[config.mk]
export PLATFORM = sky130hd
export DESIGN_NAME = musa_stage_sequencer
export DESIGN_NICKNAME = d
export VERILOG_FILES = /design/src/rtl/musa_pkg.sv /design/src/rtl/musa_seq_depth_ctr.sv /design/src/rtl/musa_stage_sequencer.sv
export SDC_FILE = /design/constraint.sdc
export NUM_CORES = 1
export LEC_CHECK = 0
export BUFFER_PORTS_ARGS = -buffer_cell sky130_fd_sc_hd__buf_4
export CORE_AREA = 2 2 61 63
export CTS_CLUSTER_DIAMETER = 100
export DETAILED_ROUTE_END_ITERATION = 12
export DIE_AREA = 0 0 63 65
export GPL_ROUTABILITY_DRIVEN = 0
export MAX_ROUTING_LAYER = met4
export PLACE_DENSITY = 0.62
export SLEW_MARGIN = 10
export SYNTH_ARGS = -nofsm -noshare
export SYNTH_HDL_FRONTEND = slang
export SYNTH_HIERARCHICAL = 1
export SYNTH_SLANG_ARGS = --single-unit
[constraint.sdc]
create_clock -name clk -period 3.1 [get_ports clk]
set_input_delay 0.62 -clock clk [delete_from_list [all_inputs] [get_ports clk]]
set_output_delay 0.62 -clock clk [all_outputs]
set_load 0.01 [all_outputs]
[src/rtl/musa_pkg.sv]
// rtl/musa_pkg.sv - shared opcode, state and pc_sel encodings for the MUSA sequencer
package musa_pkg;

    typedef enum logic [2:0] {
        ST_IDLE  = 3'd0,
        ST_IF    = 3'd1,
        ST_ID    = 3'd2,
        ST_EX    = 3'd3,
        ST_MEM   = 3'd4,
        ST_WB    = 3'd5,
        ST_HALT  = 3'd6,
        ST_FAULT = 3'd7
    } state_t;

    localparam logic [5:0] OP_R    = 6'b000000;
    localparam logic [5:0] OP_NOP  = 6'b000001;
    localparam logic [5:0] OP_HALT = 6'b000010;
    localparam logic [5:0] OP_CALL = 6'b000011;
    localparam logic [5:0] OP_RET  = 6'b000111;
    localparam logic [5:0] OP_ADDI = 6'b001000;
    localparam logic [5:0] OP_JPC  = 6'b001001;
    localparam logic [5:0] OP_JR   = 6'b001010;
    localparam logic [5:0] OP_SUBI = 6'b001011;
    localparam logic [5:0] OP_ANDI = 6'b001100;
    localparam logic [5:0] OP_ORI  = 6'b001101;
    localparam logic [5:0] OP_BRFL = 6'b010001;
    localparam logic [5:0] OP_LW   = 6'b100011;
    localparam logic [5:0] OP_SW   = 6'b101011;

    localparam logic [1:0] PC_SEL_INC = 2'b00;
    localparam logic [1:0] PC_SEL_BR  = 2'b01;
    localparam logic [1:0] PC_SEL_STK = 2'b10;

    function automatic logic op_defined(input logic [5:0] op);
        case (op)
            OP_R, OP_NOP, OP_HALT, OP_CALL, OP_RET, OP_ADDI, OP_JPC, OP_JR,
            OP_SUBI, OP_ANDI, OP_ORI, OP_BRFL, OP_LW, OP_SW: op_defined = 1'b1;
            default: op_defined = 1'b0;
        endcase
    endfunction

endpackage

[src/rtl/musa_seq_depth_ctr.sv]
// rtl/musa_seq_depth_ctr.sv - call-stack depth counter with full/empty guards
module musa_seq_depth_ctr #(
    parameter int STACK_DEPTH = 8
) (
    input  logic       clk,
    input  logic       rst_n,
    input  logic       inc,
    input  logic       dec,
    output logic [3:0] depth,
    output logic       full,
    output logic       empty
);

    assign full  = (depth == 4'(STACK_DEPTH));
    assign empty = (depth == 4'd0);

    // Guards make a stray inc/dec at the limits harmless even if the FSM misbehaves.
    always_ff @(posedge clk or negedge rst_n) begin
        if (!rst_n) begin
            depth <= 4'd0;
        end else if (inc && !full) begin
            depth <= depth + 4'd1;
        end else if (dec && !empty) begin
            depth <= depth - 4'd1;
        end
    end

endmodule

[src/rtl/musa_stage_sequencer.sv]
// rtl/musa_stage_sequencer.sv - multi-cycle IF/ID/EX/MEM/WB control FSM; MUSA_SEQ_PERF_CNT_EN adds retired_cnt
module musa_stage_sequencer
    import musa_pkg::*;
#(
    parameter int STACK_DEPTH = 8
) (
    input  logic       clk,
    input  logic       rst_n,
    input  logic       start,
    input  logic [5:0] imem_rdata_op,
    input  logic       imem_ready,
    input  logic       dmem_ready,
    input  logic       brfl_taken,
    output logic       imem_req,
    output logic       ir_we,
    output logic       dmem_req,
    output logic       dmem_we,
    output logic       rf_we,
    output logic       pc_we,
    output logic [1:0] pc_sel,
    output logic       push,
    output logic       pop,
    output logic [2:0] state,
    output logic       halted,
    output logic       fault,
    output logic [3:0] stack_depth
`ifdef MUSA_SEQ_PERF_CNT_EN
    ,
    output logic [31:0] retired_cnt
`endif
);

    state_t     cur_state, nxt_state;
    logic [5:0] op_q;
    logic       stk_full, stk_empty;

    musa_seq_depth_ctr #(.STACK_DEPTH(STACK_DEPTH)) u_depth (
        .clk   (clk),
        .rst_n (rst_n),
        .inc   (push),
        .dec   (pop),
        .depth (stack_depth),
        .full  (stk_full),
        .empty (stk_empty)
    );

    always_ff @(posedge clk or negedge rst_n) begin
        if (!rst_n) begin
            cur_state <= ST_IDLE;
            op_q      <= 6'b000000;
        end else begin
            cur_state <= nxt_state;
            if (ir_we) op_q <= imem_rdata_op;
        end
    end

    always_comb begin
        nxt_state = cur_state;
        imem_req  = 1'b0;
        ir_we     = 1'b0;
        dmem_req  = 1'b0;
        dmem_we   = 1'b0;
        rf_we     = 1'b0;
        pc_we     = 1'b0;
        pc_sel    = PC_SEL_INC;
        push      = 1'b0;
        pop       = 1'b0;
        case (cur_state)
            ST_IDLE: if (start) nxt_state = ST_IF;
            ST_IF: begin
                imem_req = 1'b1;
                if (imem_ready) begin
                    ir_we     = 1'b1;
                    nxt_state = ST_ID;
                end
            end
            ST_ID: begin
                if (op_q == OP_HALT) begin
                    nxt_state = ST_HALT;
                end else if (op_q == OP_NOP) begin
                    pc_we     = 1'b1;
                    nxt_state = ST_IF;
                end else if (!op_defined(op_q)) begin
                    nxt_state = ST_FAULT;
                end else begin
                    nxt_state = ST_EX;
                end
            end
            ST_EX: begin
                case (op_q)
                    OP_R, OP_ADDI, OP_SUBI, OP_ANDI, OP_ORI: nxt_state = ST_WB;
                    OP_LW, OP_SW: nxt_state = ST_MEM;
                    OP_JR, OP_JPC: begin
                        pc_we     = 1'b1;
                        pc_sel    = PC_SEL_BR;
                        nxt_state = ST_IF;
                    end
                    OP_BRFL: begin
                        pc_we     = 1'b1;
                        pc_sel    = brfl_taken ? PC_SEL_BR : PC_SEL_INC;
                        nxt_state = ST_IF;
                    end
                    OP_CALL: begin
                        if (stk_full) begin
                            nxt_state = ST_FAULT;
                        end else begin
                            push      = 1'b1;
                            pc_we     = 1'b1;
                            pc_sel    = PC_SEL_BR;
                            nxt_state = ST_IF;
                        end
                    end
                    OP_RET: begin
                        if (stk_empty) begin
                            nxt_state = ST_FAULT;
                        end else begin
                            pop       = 1'b1;
                            pc_we     = 1'b1;
                            pc_sel    = PC_SEL_STK;
                            nxt_state = ST_IF;
                        end
                    end
                    default: nxt_state = ST_FAULT;
                endcase
            end
            ST_MEM: begin
                dmem_req = 1'b1;
                dmem_we  = (op_q == OP_SW);
                if (dmem_ready) begin
                    if (op_q == OP_SW) begin
                        pc_we     = 1'b1;
                        nxt_state = ST_IF;
                    end else begin
                        nxt_state = ST_WB;
                    end
                end
            end
            ST_WB: begin
                rf_we     = 1'b1;
                pc_we     = 1'b1;
                nxt_state = ST_IF;
            end
            ST_HALT:  nxt_state = ST_HALT;
            ST_FAULT: nxt_state = ST_FAULT;
            default:  nxt_state = ST_FAULT;
        endcase
    end

    assign state  = cur_state;
    assign halted = (cur_state == ST_HALT);
    assign fault  = (cur_state == ST_FAULT);

`ifdef MUSA_SEQ_PERF_CNT_EN
    always_ff @(posedge clk or negedge rst_n) begin
        if (!rst_n) retired_cnt <= 32'd0;
        else if (pc_we) retired_cnt <= retired_cnt + 32'd1;
    end
`endif

endmodule

==> flow_metrics.tcl, run 1 <==
set metrics [dict create \
    post_cts_buffers 0 \
    setup_tns_ns 0 \
    clockBufferDepth 2 \
    cts_root_buf "clkbuf_4" \
    wire_per_inst_um 13.6 \
    dp_hpwl_um 2250 \
    die_y_um 65 \
    track_usage_pct 15.7 \
    leakage_uw 0.000653 \
    synth-edff-count 0 \
    numPortBuffers 30 \
    grt_pass1_vias 1109 \
    cts_max_level 1 \
    via_per_inst 5.37 \
    hold_ws_ns 0.185 \
    clk_latency_ns 0.26 \
    cts_tree "built" \
    fin_nets 184 \
    worstMarginPinSlew_ns 0.690 \
    drc 0 \
    synthTopCellsByCount "dfrtp_1 (13), nand2_1 (10), nor2_1 (10), clkbuf_1 (7), mux2_2 (7)" \
    max_freq_mhz 351 \
    drv_slew 0 \
    synth_nets 151 \
    period_minus_slack_ns 2.85 \
    startpoint_type "flip-flop" \
    synth-seq-cells 13 \
    cp_max_fo 5 \
    synth_cell_type_count 46 \
    r2r_start "op_q[1]" \
    placed_cells_incl_taps 212 \
    cts_sinks 13 \
    peakVddDrop_mv 0.293 \
    worstSetupPathType "flip-flop to output pin" \
    syn-mean-instance-area_sq_um 8.57 \
    grt_max_degree 16 \
    core_area_sq_um 3500 \
    antenna_found_initial 0 \
    postRouteAntennaNets 0 \
    status "finished clean" \
    synth_area_leader_cell "dfrtp_1" \
    via_count 1159 \
    setup_viol_count_final 0 \
    grt_pass1_wl_um 5110 \
    top_level_ports 31 \
    grt_setup_unrepaired "no" \
    finalHoldViolations 0 \
    gr-total-overflow 0 \
    drtPass1Iterations 4 \
    ys_seq_area_share_pct 27.9 \
    synthArstFlopShare_pct 100 \
    drt-initial-drc-count 51 \
    die_x_um 63 \
    startpoint "u_depth/depth[2]" \
    area_growth_pct 29.8 \
    numCtsBuffers 3 \
    synth_most_common_cell "dfrtp_1" \
    yosysWarningCount 6 \
    skew_ns 0.00383 \
    std_cell_rows 22 \
    synth.cell_area_sq_um 1170 \
    min_period_over_period_pct 91.9 \
    finalNonFillerCells 216 \
    hold_class "input pin to asynchronous set/reset pin" \
    cts.reportedPaths.clkPinSlew_ns 0.07 \
    yosys-top-cells-area "dfrtp_1 (28%), mux2_2 (6.8%), nand2_1 (3.2%)" \
    power_uw 1220 \
    crit_path_end_kind "output pin" \
    antennaDiodeCount 0 \
    ys.flop_type "dfrtp_1" \
    drive_gt1_share_pct 35.1 \
    synth_cells 136 \
    synth.top_cell.area_share_pct 27.9 \
    die-area_sq_um 4100 \
    crit_arrival_ns 2.23 \
    timing.slew.headroom_pct 53.6 \
    initial_core_util_pct 33.4 \
    cp.required_ns 2.48 \
    drv_cap 0 \
    routed_wl_um 2930 \
    p_per_area_nw_per_um2 809 \
    final_core_util_pct 43.3 \
]
-- report_power, final --
group	internal, uW	total (uW)	leakage [uW]	switching, uW
Sequential	232	376	0.000156	144
Combinational	388	753	0.000483	365
Clock	49.6	96.2	0.0000150	46.6
Total	670	1220	0.000653	555
-- flip-flops by register name, indices dropped and copies added, names as in the netlist --
name / count
state: 3
op_q: 6
u_depth/depth: 4
-- cell families (layout without fill, tap and decap cells) --
family                     Yosys count  count (layout)  share of synthesized area [%]
muxes                                9               9                           8.48
adders and majority gates            3               3                           3.86
buffers and inverters               14              46                           4.72
AOI/OAI and AO/OA                   39              39                           25.5
DFF                                 13              13                           27.9
xor gates and xnor gates             3               3                           2.25
and+or+nand+nor                     55              55                           27.3
-- metrics by stage --
step	area, sq um	worst slack [ns]
after floorplan	1170	0.125
after global placement	1470	0.176
after global routing	1510	0.0495
after detailed placement	1470	0.197
after CTS	1490	0.0850
final	1510	0.251
-- per-layer routing --
| layer | vias to the layer above | wire, um | GRT usage (%) | part of all wire, % |
|---|---|---|---|---|
| li1 | 576 | - | - | - |
| met1 | 551 | 1370 | 21.3 | 47 |
| met2 | 30 | 1420 | 25.0 | 48 |
| met3 | 2 | 117 | 1.22 | 4.0 |
| met4 | 0 | 30 | 5.00 | 1.0 |
| met5 | - | 0 | - | 0 |
-- placed cells by master (no fill, tap or decap), types with 3 or more instances in the layout --
master	n
a221oi_1	3
nor3_1	3
o21ai_0	6
clkbuf_4	3
a31oi_1	5
o21a_1	3
nand2b_1	4
dfrtp_1	11
buf_4	37
nor3b_1	3
and2_1	4
inv_1	5
nor2_1	10
mux2_2	7
nand2_1	10
nor2b_1	4
a21oi_1	4
-- critical path, cell delays in order (launching register included) --
cell,delay (ns)
dfrtp_1,0.47
nor3_4,0.07
and2_1,0.19
nor3b_1,0.17
o21ai_0,0.11
a2111oi_0,0.39
buf_4,0.19
a221oi_1,0.05
o211ai_1,0.18
buf_4,0.14
-- path summary, 6_finish.rpt --
check	endpoint	cells past startpoint	slack, ns
max in group asynchronous	u_depth/depth[1]	1	2.74
min in group clk	u_depth/depth[0]	1	0.58
worst min register to register	u_depth/depth[0]	1	0.58
worst max-delay path	pc_we	9	0.25
worst max register to register	u_depth/depth[3]	10	0.33
worst min-delay path	u_depth/depth[2]	1	0.18
-- area by class of cell --
type / instances / area, sq um
clock buffers: 4 / 26.3
fillers: 353 / 1980
inverters: 5 / 18.8
multi-input cells: 109 / 803
flip-flops and latches: 13 / 328
well taps: 48 / 60.1
repair buffers: 37 / 278
-- repair_timing --
action | CTS | global route
hold buffers | 0 | 0
endpoints found under the setup margin | 0 | 3
gates resized for setup | 0 | 5
hold endpoints to repair | 0 | 0
Power figures use the tool's default switching activity.
==> inputs of run 2 (changes only) <==
PLACE_DENSITY = 0.63   (was 0.62)
clock period = 2.6 ns   (was 3.1 ns; I/O delays follow)
==> flow_metrics.tcl, run 2 (synthesis gave the netlist of run 1 again) <==
set metrics [dict create \
    cts_sinks 13 \
    grt_setup_unrepaired "yes" \
    grt_pass1_wl_um 5170 \
    max_freq_mhz 391 \
    largest_register_ffs 6 \
    crit_path_end_kind "output pin" \
    p_sw_uw 798 \
    drive_gt1_share_pct 51.0 \
    power_frac_comb_pct 72.1 \
    cp.required_ns 2.08 \
    period_minus_slack_ns 2.55 \
    worstSetupPathType "flip-flop to output pin" \
    worstMarginPinSlew_ns 0.424 \
    via_count 1265 \
    postRouteAntennaNets 0 \
    drt-initial-drc-count 85 \
    hold_class "input pin to asynchronous set/reset pin" \
    p_per_area_nw_per_um2 989 \
    grt_max_degree 16 \
    clockBufferDepth 2 \
    antennaDiodeCount 0 \
    initial_core_util_pct 33.4 \
    cts_tree "built" \
    drv_slew 0 \
    antenna_found_initial 0 \
    nFillCells 329 \
    dp_hpwl_um 2300 \
    die_y_um 65 \
    die-area_sq_um 4100 \
    clk_latency_ns 0.27 \
    setup_tns_ns 0 \
    cts.reportedPaths.clkPinSlew_ns 0.08 \
    core_area_sq_um 3500 \
    cts_root_buf "clkbuf_4" \
    cts_max_level 1 \
    die_x_um 63 \
    track_usage_pct 15.8 \
    cp_max_fo 6 \
    rrSetupSlack_ns 0.17 \
    finalHoldViolations 0 \
    timing.slew.headroom_pct 71.7 \
    peakVddDrop_mv 0.320 \
    switching_share_pct 44.2 \
    area_growth_pct 56.5 \
    drc 0 \
    min_period_over_period_pct 98.3 \
    routed_wl_um 3340 \
    startpoint_type "flip-flop" \
    crit_arrival_ns 2.03 \
    skew_ns 0.00141 \
    numCtsBuffers 3 \
    via_per_inst 5.18 \
    drtPass1Iterations 4 \
    final_cell_mix "buf_4 (62), nand2_1 (10), nor2_1 (9), dfrtp_1 (9), mux2_2 (7)" \
    fin_nets 212 \
    hold_ws_ns 0.0759 \
    power_uw 1810 \
    status "finished clean" \
    leakage_uw 0.000805 \
    gr-total-overflow 0 \
    internal-power_uw 1010 \
    dpl_cell_area_sq_um 1560 \
    numPortBuffers 30 \
    top_level_ports 31 \
    finish.instance_area_sq_um 1830 \
    setup_viol_count_final 0 \
    registers.top_by_ff_count "op_q" \
    p_seq_share_pct 21.0 \
    grt_pass1_vias 1162 \
    wire_per_inst_um 13.7 \
    drv_cap 0 \
    std_cell_rows 22 \
    final_common_cell "buf_4" \
    clkPwrFrac_pct 6.9 \
]
run 2: cell types whose count changed in the layout (fill, tap and decap cells not counted), moves of 2 or more:
cell,delta
nor4_4,+2
dfrtp_1,-2
buf_4,+25
dfrtp_2,+2
buf_6,+2
run 2: per-stage QoR:
| stage | worst slack [ns] | instances | util (%) |
|---|---|---|---|
| 3_5_place_dp | 0.0206 | 222 | 44.6 |
| 6_report | 0.0451 | 244 | 52.2 |
| 5_1_grt | -0.0251 | 244 | 52.2 |
| 3_3_place_gp | 0.0722 | 222 | 44.6 |
| 2_1_floorplan | 0.0248 | 136 | - |
| 4_1_cts | 0.00312 | 231 | 47.5 |
run 2: worst paths after layout:
check,from,endpoint,cells after the start
max in group asynchronous,rst_n,op_q[3],1
max,op_q[2],pc_we,4
min,rst_n,u_depth/depth[2],1
min reg2reg,op_q[1],op_q[1],1
min in group clk,imem_rdata_op[2],op_q[2],2
max reg2reg,op_q[0],u_depth/depth[3],10
run 2: what timing repair did:
action	4_1_cts	5_1_grt
endpoints found under the setup margin	3	4
buffers inserted	5	14
hold buffers	0	0
endpoints found under the hold margin	0	0
resized for setup	13	12
pin swaps	6	9
run 2: critical path, stage by stage, from the launching register on:
cell      delay (ns)
dfrtp_2         0.45
or4b_4          0.59
a2111o_1        0.41
o211ai_1        0.18
buf_4           0.14
run 2: final cells by class:
class	count	area [sq um]	area share [%]
inverters	5	18.8	1.03
flip-flops and latches	13	330	18.1
well taps	48	60.1	3.29
clock buffers	4	26.3	1.44
repair buffers	65	493	27.0
multi-input cells	109	897	49.1
run 2: power groups by stage:
stage	sequential, uW	combinational, uW	clock, uW
2_1_floorplan	372	695	0
3_3_place_gp	380	1000	0
3_5_place_dp	386	1010	0
4_1_cts	382	1090	127
5_1_grt	389	1410	135
6_report	379	1300	124
run 2: per-layer routing:
| metal | share of wire [%] | up-vias | GRT usage (%) |
|---|---|---|---|
| li1 | - | 631 | - |
| met1 | 44 | 608 | 19.5 |
| met2 | 53 | 24 | 27.9 |
| met3 | 2.2 | 2 | 0.347 |
| met4 | 0.81 | 0 | 5.83 |
| met5 | 0 | - | - |
